$ cat config.mk
export PLATFORM = sky130hd
export DESIGN_NAME = pipe_seq_ctrl
export DESIGN_NICKNAME = d
export VERILOG_FILES = /design/src/rtl/pipe_seq_ctrl_pkg.sv /design/src/rtl/pipe_seq_ctrl_md_busy_cnt.sv /design/src/rtl/pipe_seq_ctrl.sv
export SDC_FILE = /design/constraint.sdc
export NUM_CORES = 1
export LEC_CHECK = 0
export CAP_MARGIN = 10
export CORE_AREA = 2 2 39 41
export DETAILED_ROUTE_END_ITERATION = 8
export DIE_AREA = 0 0 41 43
export GPL_TIMING_DRIVEN = 0
export RECOVER_POWER = 100
export REMOVE_ABC_BUFFERS = 1
export SLEW_MARGIN = 20
export SYNTH_ARGS = -nofsm -noshare
export SYNTH_HDL_FRONTEND = slang
export SYNTH_HIERARCHICAL = 1
export SYNTH_SLANG_ARGS = --single-unit
$ cat constraint.sdc
create_clock -name clk -period 1.7 [get_ports clk]
set_input_delay 0.17 -clock clk [delete_from_list [all_inputs] [get_ports clk]]
set_output_delay 0.17 -clock clk [all_outputs]
set_load 0.05 [all_outputs]
$ cat src/rtl/pipe_seq_ctrl_pkg.sv
// Shared encodings and defaults for the pipeline sequencing controller:
// next-PC source codes, exception handler address and mult/div latencies.
package pipe_seq_ctrl_pkg;

    localparam logic [1:0] PCSEL_SEQ     = 2'd0;
    localparam logic [1:0] PCSEL_HANDLER = 2'd1;
    localparam logic [1:0] PCSEL_EPC     = 2'd2;

    localparam logic [31:0] HANDLER_ADDR = 32'h0000_4180;

    localparam int MULT_LAT_DEF = 5;
    localparam int DIV_LAT_DEF  = 10;
    localparam int MD_CNT_W     = 4;

    typedef enum logic {
        MODE_NORMAL = 1'b0,
        MODE_EXL    = 1'b1
    } mode_e;

endpackage

$ cat src/rtl/pipe_seq_ctrl_md_busy_cnt.sv
// Mult/div occupancy counter: loads the unit latency on an accepted issue and
// counts down to zero; busy is simply "counter nonzero".
module md_busy_cnt
    import pipe_seq_ctrl_pkg::*;
#(
    parameter int MULT_LAT = MULT_LAT_DEF,
    parameter int DIV_LAT  = DIV_LAT_DEF
) (
    input  logic clk,
    input  logic reset,
    input  logic md_start,
    input  logic md_is_div,
    output logic md_busy
);

    localparam logic [MD_CNT_W-1:0] MULT_LD = MD_CNT_W'(MULT_LAT);
    localparam logic [MD_CNT_W-1:0] DIV_LD  = MD_CNT_W'(DIV_LAT);
    localparam logic [MD_CNT_W-1:0] CNT_ONE = MD_CNT_W'(1);

    logic [MD_CNT_W-1:0] cnt_q;
    logic [MD_CNT_W-1:0] cnt_d;

    // An issue while the counter is running is dropped; the running op finishes.
    always_comb begin
        // NOTE: default assignment first so every path drives cnt_d (no latch).
        cnt_d = cnt_q;
        if (cnt_q != '0) begin
            cnt_d = cnt_q - CNT_ONE;
        end else if (md_start) begin
            cnt_d = md_is_div ? DIV_LD : MULT_LD;
        end
    end

    // NOTE: sequential state uses non-blocking assignments only.
    always_ff @(posedge clk or negedge reset) begin
        if (!reset) begin
            cnt_q <= '0;
        end else begin
            cnt_q <= cnt_d;
        end
    end

    assign md_busy = (cnt_q != '0);

endmodule

$ cat src/rtl/pipe_seq_ctrl.sv
// Pipeline sequencing controller: stall/bubble generation, exception/interrupt
// redirect and the NORMAL/EXL mode bit.
module pipe_seq_ctrl
    import pipe_seq_ctrl_pkg::*;
#(
    parameter int MULT_LAT = MULT_LAT_DEF,
    parameter int DIV_LAT  = DIV_LAT_DEF
) (
    input  logic       clk,
    input  logic       reset,
    input  logic       hz_stall,
    input  logic       md_start,
    input  logic       md_is_div,
    input  logic       md_use_d,
    input  logic       exc_req,
    input  logic       int_req,
    input  logic       eret_m,
    output logic       f_en,
    output logic       d_en,
    output logic       e_clr,
    output logic       req,
    output logic [1:0] pc_sel,
    output logic       md_busy,
    output logic       exl
);

    mode_e mode_q;
    logic  take;
    logic  stall;

    md_busy_cnt #(
        .MULT_LAT (MULT_LAT),
        .DIV_LAT  (DIV_LAT)
    ) u_md (
        .clk       (clk),
        .reset     (reset),
        .md_start  (md_start),
        .md_is_div (md_is_div),
        .md_busy   (md_busy)
    );

    // A redirect outranks ERET; an exception in EXL re-enters the handler.
    always_ff @(posedge clk or negedge reset) begin
        if (!reset) begin
            mode_q <= MODE_NORMAL;
        end else if (take) begin
            mode_q <= MODE_EXL;
        end else if (eret_m) begin
            mode_q <= MODE_NORMAL;
        end
    end

    assign exl  = (mode_q == MODE_EXL);
    assign take = exc_req | (int_req & ~exl);

    // The redirect is held off while reset is asserted.
    assign req   = take & reset;
    assign stall = hz_stall | (md_use_d & (md_busy | md_start));

    // req flushes every stage register, so it overrides any stall.
    assign f_en  = req | ~stall;
    assign d_en  = req | ~stall;
    assign e_clr = stall & ~req;

    always_comb begin
        pc_sel = PCSEL_SEQ;
        if (reset) begin
            if (take) begin
                pc_sel = PCSEL_HANDLER;
            end else if (eret_m) begin
                pc_sel = PCSEL_EPC;
            end
        end
    end

endmodule

==> summary.md, run 1 <==
| Metric | Value |
|---|---|
| First-iteration detailed-routing DRC count | 15 |
| Unique masters post-synth | 21 |
| Flop pwr share | 25.1% |
| CTS clk-pin slew, worst paths | 0.04 ns |
| Die ar. | 1760 sq um |
| Largest net degree at the start of global routing | 8 |
| Final worst path period need | 1.86 ns |
| YS warnings | 6 |
| Syn Area/Cell | 9.57 sq um |
| VDD IR max | 0.000670 V |
| Min-delay worst type | primary input to asynchronous set/reset pin |
| Via Count | 349 |
| Core Footprint | 1380 sq um |
| TritonCTS clock tree | done |
| Slew headroom | 66.5% |
| Number of global-route vias before repair | 325 |
| Worst reg2reg path startpoint | u_md/cnt_q[0]$_DFFE_PN0P_ |
| Slowest cell on the critical path | dfrtp_1 |
| Deepest clock path buffer count | 2 |
| CP Cell Sequence | inv_2 > ha_4 > nor3b_4 > inv_1 > o21a_1 > o22ai_2 > buf_6 |
| Worst EP arrival | 1.69 ns |
| Endpoint of the worst register-to-register path | u_md/cnt_q[3]$_DFFE_PN0P_ |
| Placer Congestion | 0.752 |
| FMAX | 537 MHz |
| Crit. End Element | output pin |
| Global-route wire length before repair | 1.30 mm |
| Clock share of power | 15.7% |
| Setup violators final | 3 |
| Slew Viols, Final | 0 |
| Final hold slack | -0.215 ns |
| Ant diodes | 0 |
| Net switching power | 337 uW |
| Most common cell after layout, fill and taps aside | buf_4 |
| NumNets Final | 73 |
| Final wirelength | 783 microns |
| Area of the multi-input gates | 188 sq um |
| Seq/Total Area, Yosys | 38.5% |
| Startpoint types | flop |
| Number of buffers created by CTS | 3 |
| Worst-path fanout max | 2 |
| EDFF count, synth | 0 |
| CP Data Required Time | 1.53 ns |
| FP Rows | 14 |
| FF-to-FF path depth | 7 |
| Crit path launch | u_md/cnt_q[0]$_DFFE_PN0P_ |
| Die width | 41 microns |
| Synth Register Bits | 5 |
| DRT Pass-1 Iters | 4 |
| Clock skew | 0.00115 ns |
| Number of buffers inserted by port buffering | 16 |
| Synthesized area | 325 sq um |
| Clock Latency Late Sink | 0.24 ns |
| Routed Antenna Nets | 0 |
| Worst Setup Slack, final | -0.163 ns |
| Mapped Cells | 34 |
| Clock Sinks | 5 |
| Die Height | 43 microns |
| Final instance area | 614 sq um |
| Failing checks | hold timing, setup timing |
| Pwr dens | 1440 nW/um^2 |
| Share of cells above drive strength 1 | 43.5% |
| Lkg Pwr | 0.283 nW |
| Final critical-path share of the clock period | 110% |
| GRT Total Usage | 11.0% |
| P_int | 546 uW |
| Final hold violation count | 5 |
| Internal reg-to-reg setup slack | 0.34 ns |
| Status | finished, violations left |
| Area after DPL | 490 sq um |
| Main synth FF type | dfrtp_1 |
| Initial antenna violation count | 0 |
| Worst Tran Pin Value | 0.501 ns |
| Initial Utilization | 23.5% |
| Critical Path Max Stage Delay | 0.38 ns |
| Vias per cell | 4.47 |
| Root Buffer | clkbuf_4 |
| RSZ-0062 raised after global routing | true |
| DRC violations left | 0 |
| Net Sw Frac | 38.1% |
| Hold-fix buffers, CTS | 0 |
| Max_cap viols | 0 |
| Critical path type | flop to output pin |
| FFs w/ async S/R, synth | 100% |
| Setup TNS | -0.472 ns |
| Ports | 17 |
| Number of H-tree levels | 1 |
| Synth-to-Final Area Change | 88.8% |
| Combinational Power Share | 59.3% |
| Fill cells | 136 |
| Reg area | 125 sq um |
| Total grt overflow | 0 |
| Most frequent cells in the layout | buf_4 (10), clkdlybuf4s50_1 (8), dfrtp_1 (5) |
| Routed len/inst | 10.0 microns |
[worst max path at each step]
stage                      end  slack (ns)  depth (start not counted)
final                     d_en       -0.16                          7
after global routing      f_en       -0.25                          7
after CTS                 d_en       -0.13                          7
after detailed placement  d_en       -0.77                          7
after global placement    f_en       -0.75                          7
after floorplan           d_en       -1.40                          6
[power groups by stage]
| stage | sequential (mW) | clock [mW] | combinational (mW) |
|---|---|---|---|
| global placement | 0.218 | 0 | 0.327 |
| global route | 0.228 | 0.154 | 0.568 |
| floorplan | 0.214 | 0 | 0.237 |
| detailed placement | 0.218 | 0 | 0.329 |
| CTS | 0.220 | 0.144 | 0.484 |
| finish | 0.221 | 0.138 | 0.523 |
[layer usage]
layer  vias to the layer above  part of all wire [%]  GRT usage (%)
met5                         -                     0              0
met4                         0                     0           8.00
met3                         0                   2.0           3.14
met2                         6                    51           15.9
met1                       168                    47           13.1
li1                        175                     -              -
[cell type report]
type | instances | share of cell area, %
clock buffers | 4 | 4.28
inverters | 6 | 3.67
multi-input cells | 21 | 30.5
flip-flops and latches | 5 | 20.4
well taps | 16 | 3.26
repair buffers | 26 | 37.9
[through the flow]
| step | power [mW] | setup WS, ns | hold slack [ns] | util, % | std cells |
|---|---|---|---|---|---|
| after global placement | 0.545 | -0.752 | 0.424 | 35.4 | 64 |
| after detailed placement | 0.547 | -0.773 | 0.426 | 35.4 | 64 |
| after global routing | 0.949 | -0.245 | -0.212 | 44.4 | 78 |
| final | 0.883 | -0.163 | -0.215 | 44.4 | 78 |
| after floorplan | 0.451 | -1.40 | -0.126 | - | 32 |
| after CTS | 0.848 | -0.132 | 0.164 | 43.3 | 75 |
[flip-flops by register name, summed over array words and instances (netlist names)]
| name | cells |
|---|---|
| u_md/cnt_q | 4 |
| exl | 1 |
[logic make-up after synthesis]
family / after synthesis / synth area share, %
multiplexers: 1 / 3.08
buffers and inverters: 8 / 11.5
AO/OA/AOI/OAI: 13 / 31.2
flip-flops: 5 / 38.5
AND/OR/NAND/NOR: 6 / 11.9
adder cells (fa/ha/maj): 1 / 3.85
[worst max-delay path: cells and delay by family (launching register included)]
family / cells / cell delay (ns)
flops: 1 / 0.38
fa+ha+maj: 1 / 0.13
buf+inv: 3 / 0.35
compound gates: 2 / 0.36
simple gates: 1 / 0.22
[synth_stat cells, types with 2 or more instances]
| cell | count | area share (%) |
|---|---|---|
| buf_4 | 2 | 4.6 |
| dfrtp_1 | 5 | 38 |
| inv_1 | 5 | 5.8 |
| o211ai_1 | 2 | 4.6 |
| o21a_1 | 3 | 6.9 |
| o21ai_1 | 2 | 3.1 |
[what timing repair did]
| item | in CTS | in global routing |
|---|---|---|
| pin swaps | 4 | 4 |
| gates resized for setup | 36 | 5 |
| endpoints found under the setup margin | 7 | 7 |
| endpoints found under the hold margin | 0 | 5 |
| buffers inserted | 7 | 3 |
No activity file was read; power rests on OpenSTA's default activity.
==> inputs of run 2 (changes only) <==
--- a/config.mk
+++ b/config.mk
@@ -11,7 +11,6 @@
 export DIE_AREA = 0 0 41 43
 export GPL_TIMING_DRIVEN = 0
 export RECOVER_POWER = 100
-export REMOVE_ABC_BUFFERS = 1
 export SLEW_MARGIN = 20
 export SYNTH_ARGS = -nofsm -noshare
 export SYNTH_HDL_FRONTEND = slang
==> summary.md, run 2 (same netlist as run 1, synthesis figures left out) <==
| Metric | Value |
|---|---|
| Status | finished, violations left |
| Failing checks | setup timing |
| Critical path type | flop to output pin |
| Worst Tran Pin Value | 0.519 ns (+0.0182 ns) |
| Number of H-tree levels | 1 (unchanged) |
| Placer Congestion | 0.672 (-11%) |
| CP Data Required Time | 1.53 ns (about the same) |
| Number of global-route vias before repair | 356 (+9.5%) |
| Worst Setup Slack, final | -0.183 ns (-0.0196 ns) |
| Via Count | 346 (-0.86%) |
| Clock Latency Late Sink | 0.24 ns (about the same) |
| DRT Pass-1 Iters | 4 (unchanged) |
| Final hold slack | 0.480 ns (+0.695 ns) |
| Ports | 17 (unchanged) |
| Routed Antenna Nets | 0 (unchanged) |
| Dpl hpwl | 554 microns |
| Final critical-path share of the clock period | 111% (+1.2 points) |
| Die width | 41 microns (unchanged) |
| Vias per cell | 4.44 (-0.86%) |
| Deepest clock path buffer count | 2 (unchanged) |
| Worst EP arrival | 1.71 ns (+0.02 ns) |
| Lkg Pwr | 0.279 nW (-1.3%) |
| Max reg flops | 4 (unchanged) |
| Clock skew | 0.00103 ns (-0.000121 ns) |
| Pwr dens | 1370 nW/um^2 (-5.0%) |
| FMAX | 531 MHz (-1.0%) |
| Total grt overflow | 0 (unchanged) |
| CTS clk-pin slew, worst paths | 0.04 ns (about the same) |
| Final worst path period need | 1.88 ns (+0.0196 ns) |
| Max_cap viols | 0 (unchanged) |
| Setup TNS | -0.705 ns (-0.233 ns) |
| Initial antenna violation count | 0 (unchanged) |
| Setup violators final | 7 (+4) |
| Initial Utilization | 23.5% (unchanged) |
| P_int | 539 uW (-1.4%) |
| Clock share of power | 15.2% (-0.5 points) |
| Most frequent cells in the layout | buf_4 (8), clkdlybuf4s50_1 (8), dfrtp_1 (5) |
| Core Footprint | 1380 sq um (unchanged) |
| FF-to-FF path depth | 7 (unchanged) |
| Syn Nets | 44 |
| Synth-to-Final Area Change | 97.7% |
| Internal reg-to-reg setup slack | 0.34 ns (about the same) |
| Largest net degree at the start of global routing | 6 (-2) |
| Number of buffers created by CTS | 3 (unchanged) |
| DRC violations left | 0 (unchanged) |
| Flop pwr share | 25.1% (about the same) |
| Worst-path fanout max | 2 (unchanged) |
| FP Rows | 14 (unchanged) |
| Net Sw Frac | 38.7% (+0.52 points) |
| Global-route wire length before repair | 1.35 mm (+3.7%) |
| Endpoint of the worst register-to-register path | u_md/cnt_q[3]$_DFFE_PN0P_ |
| Ant diodes | 0 (unchanged) |
| Combinational Power Share | 59.8% (+0.5 points) |
| Slew Viols, Final | 0 (unchanged) |
| Die Height | 43 microns (unchanged) |
| Largest Register | u_md/cnt_q |
| Routed len/inst | 10.4 microns (+4.0%) |
| RSZ-0062 raised after global routing | true |
| NumNets Final | 73 (unchanged) |
| Number of buffers inserted by port buffering | 16 (unchanged) |
| First-iteration detailed-routing DRC count | 3 (-12) |
| Die ar. | 1760 sq um (unchanged) |
| Final hold violation count | 0 (-5) |
| Crit. End Element | output pin |
| Total power | 878 uW (-0.56%) |
| Root Buffer | clkbuf_4 |
| GRT Total Usage | 11.6% (+0.63 points) |
| TritonCTS clock tree | done |
| Min-delay worst type | primary input to asynchronous set/reset pin |
| Final wirelength | 814 microns (+4.0%) |
| Clock Sinks | 5 (unchanged) |
| Worst reg2reg path startpoint | u_md/cnt_q[0]$_DFFE_PN0P_ |
| VDD IR max | 0.000516 V (-23%) |
| Slew headroom | 65.4% (-1.1 points) |
| Net switching power | 339 uW (+0.79%) |
| Startpoint types | flop |
| Share of cells above drive strength 1 | 43.5% (unchanged) |
run 2: cell count changes in the layout (fill, tap and decap cells not counted), sizes merged:
cell,previous run,this run
clkbuf,6,4
clkdlybuf4s15,1,2
buf,13,12
dlygate4sd3,0,1
dlymetal6s2s,1,0
clkdlybuf4s18,1,0
dlygate4sd2,0,3
run 2: area by class of cell:
class / count / area [sq um]
fillers: 138 / 741
repair buffers: 24 / 233
multi-input cells: 21 / 195
flip-flops and latches: 5 / 125
clock buffers: 4 / 26.3
inverters: 6 / 25.0
well taps: 16 / 20.0
plain buffers: 2 / 18.8
run 2: worst max-delay path, cell delays in order (launching register included):
cell	delay (ns)
dfrtp_1	0.38
inv_2	0.09
ha_4	0.13
nor3b_4	0.25
inv_4	0.05
o21a_4	0.20
o22ai_4	0.12
buf_6	0.12
buf_8	0.13
run 2: timing repair:
item | in CTS | in global routing
gates resized for setup | 35 | 1
hold buffers | 1 | 0
setup buffers | 5 | 2
pin swaps | 1 | 1
endpoints found under the hold margin | 5 | 0
endpoints found under the setup margin | 7 | 4
run 2: power by group through the flow:
stage / registers, mW / logic (mW) / clock network (mW)
finish: 0.220 / 0.525 / 0.133
global route: 0.224 / 0.565 / 0.150
CTS: 0.221 / 0.478 / 0.142
detailed placement: 0.222 / 0.370 / 0
global placement: 0.222 / 0.367 / 0
floorplan: 0.221 / 0.271 / 0
run 2: metal layers:
metal  vias up  wire length (microns)  track usage, %
met5         -                      0               0
met4         0                      0            8.00
met3         0                     33            3.14
met2         9                    499            19.4
met1       162                    280            11.5
li1        175                      -               -
run 2: stage by stage:
| stage | std cells | instance area (sq um) | worst slack (ns) | util [%] |
|---|---|---|---|---|
| floorplan | 34 | 358 | -0.312 | - |
| global placement | 66 | 538 | -0.733 | 38.9 |
| detailed placement | 66 | 538 | -0.735 | 38.9 |
| CTS | 76 | 632 | -0.197 | 45.7 |
| global route | 78 | 643 | -0.269 | 46.5 |
| finish | 78 | 643 | -0.183 | 46.5 |
run 2: worst max-delay path by stage:
stage,start,to,slack [ns],cells after the start
after floorplan,u_md/cnt_q[0]$_DFFE_PN0P_,f_en,-0.31,7
after global placement,u_md/cnt_q[0]$_DFFE_PN0P_,f_en,-0.73,8
after detailed placement,u_md/cnt_q[0]$_DFFE_PN0P_,f_en,-0.74,8
after CTS,u_md/cnt_q[0]$_DFFE_PN0P_,f_en,-0.20,8
after global routing,u_md/cnt_q[0]$_DFFE_PN0P_,f_en,-0.27,8
final,u_md/cnt_q[0]$_DFFE_PN0P_,f_en,-0.18,8
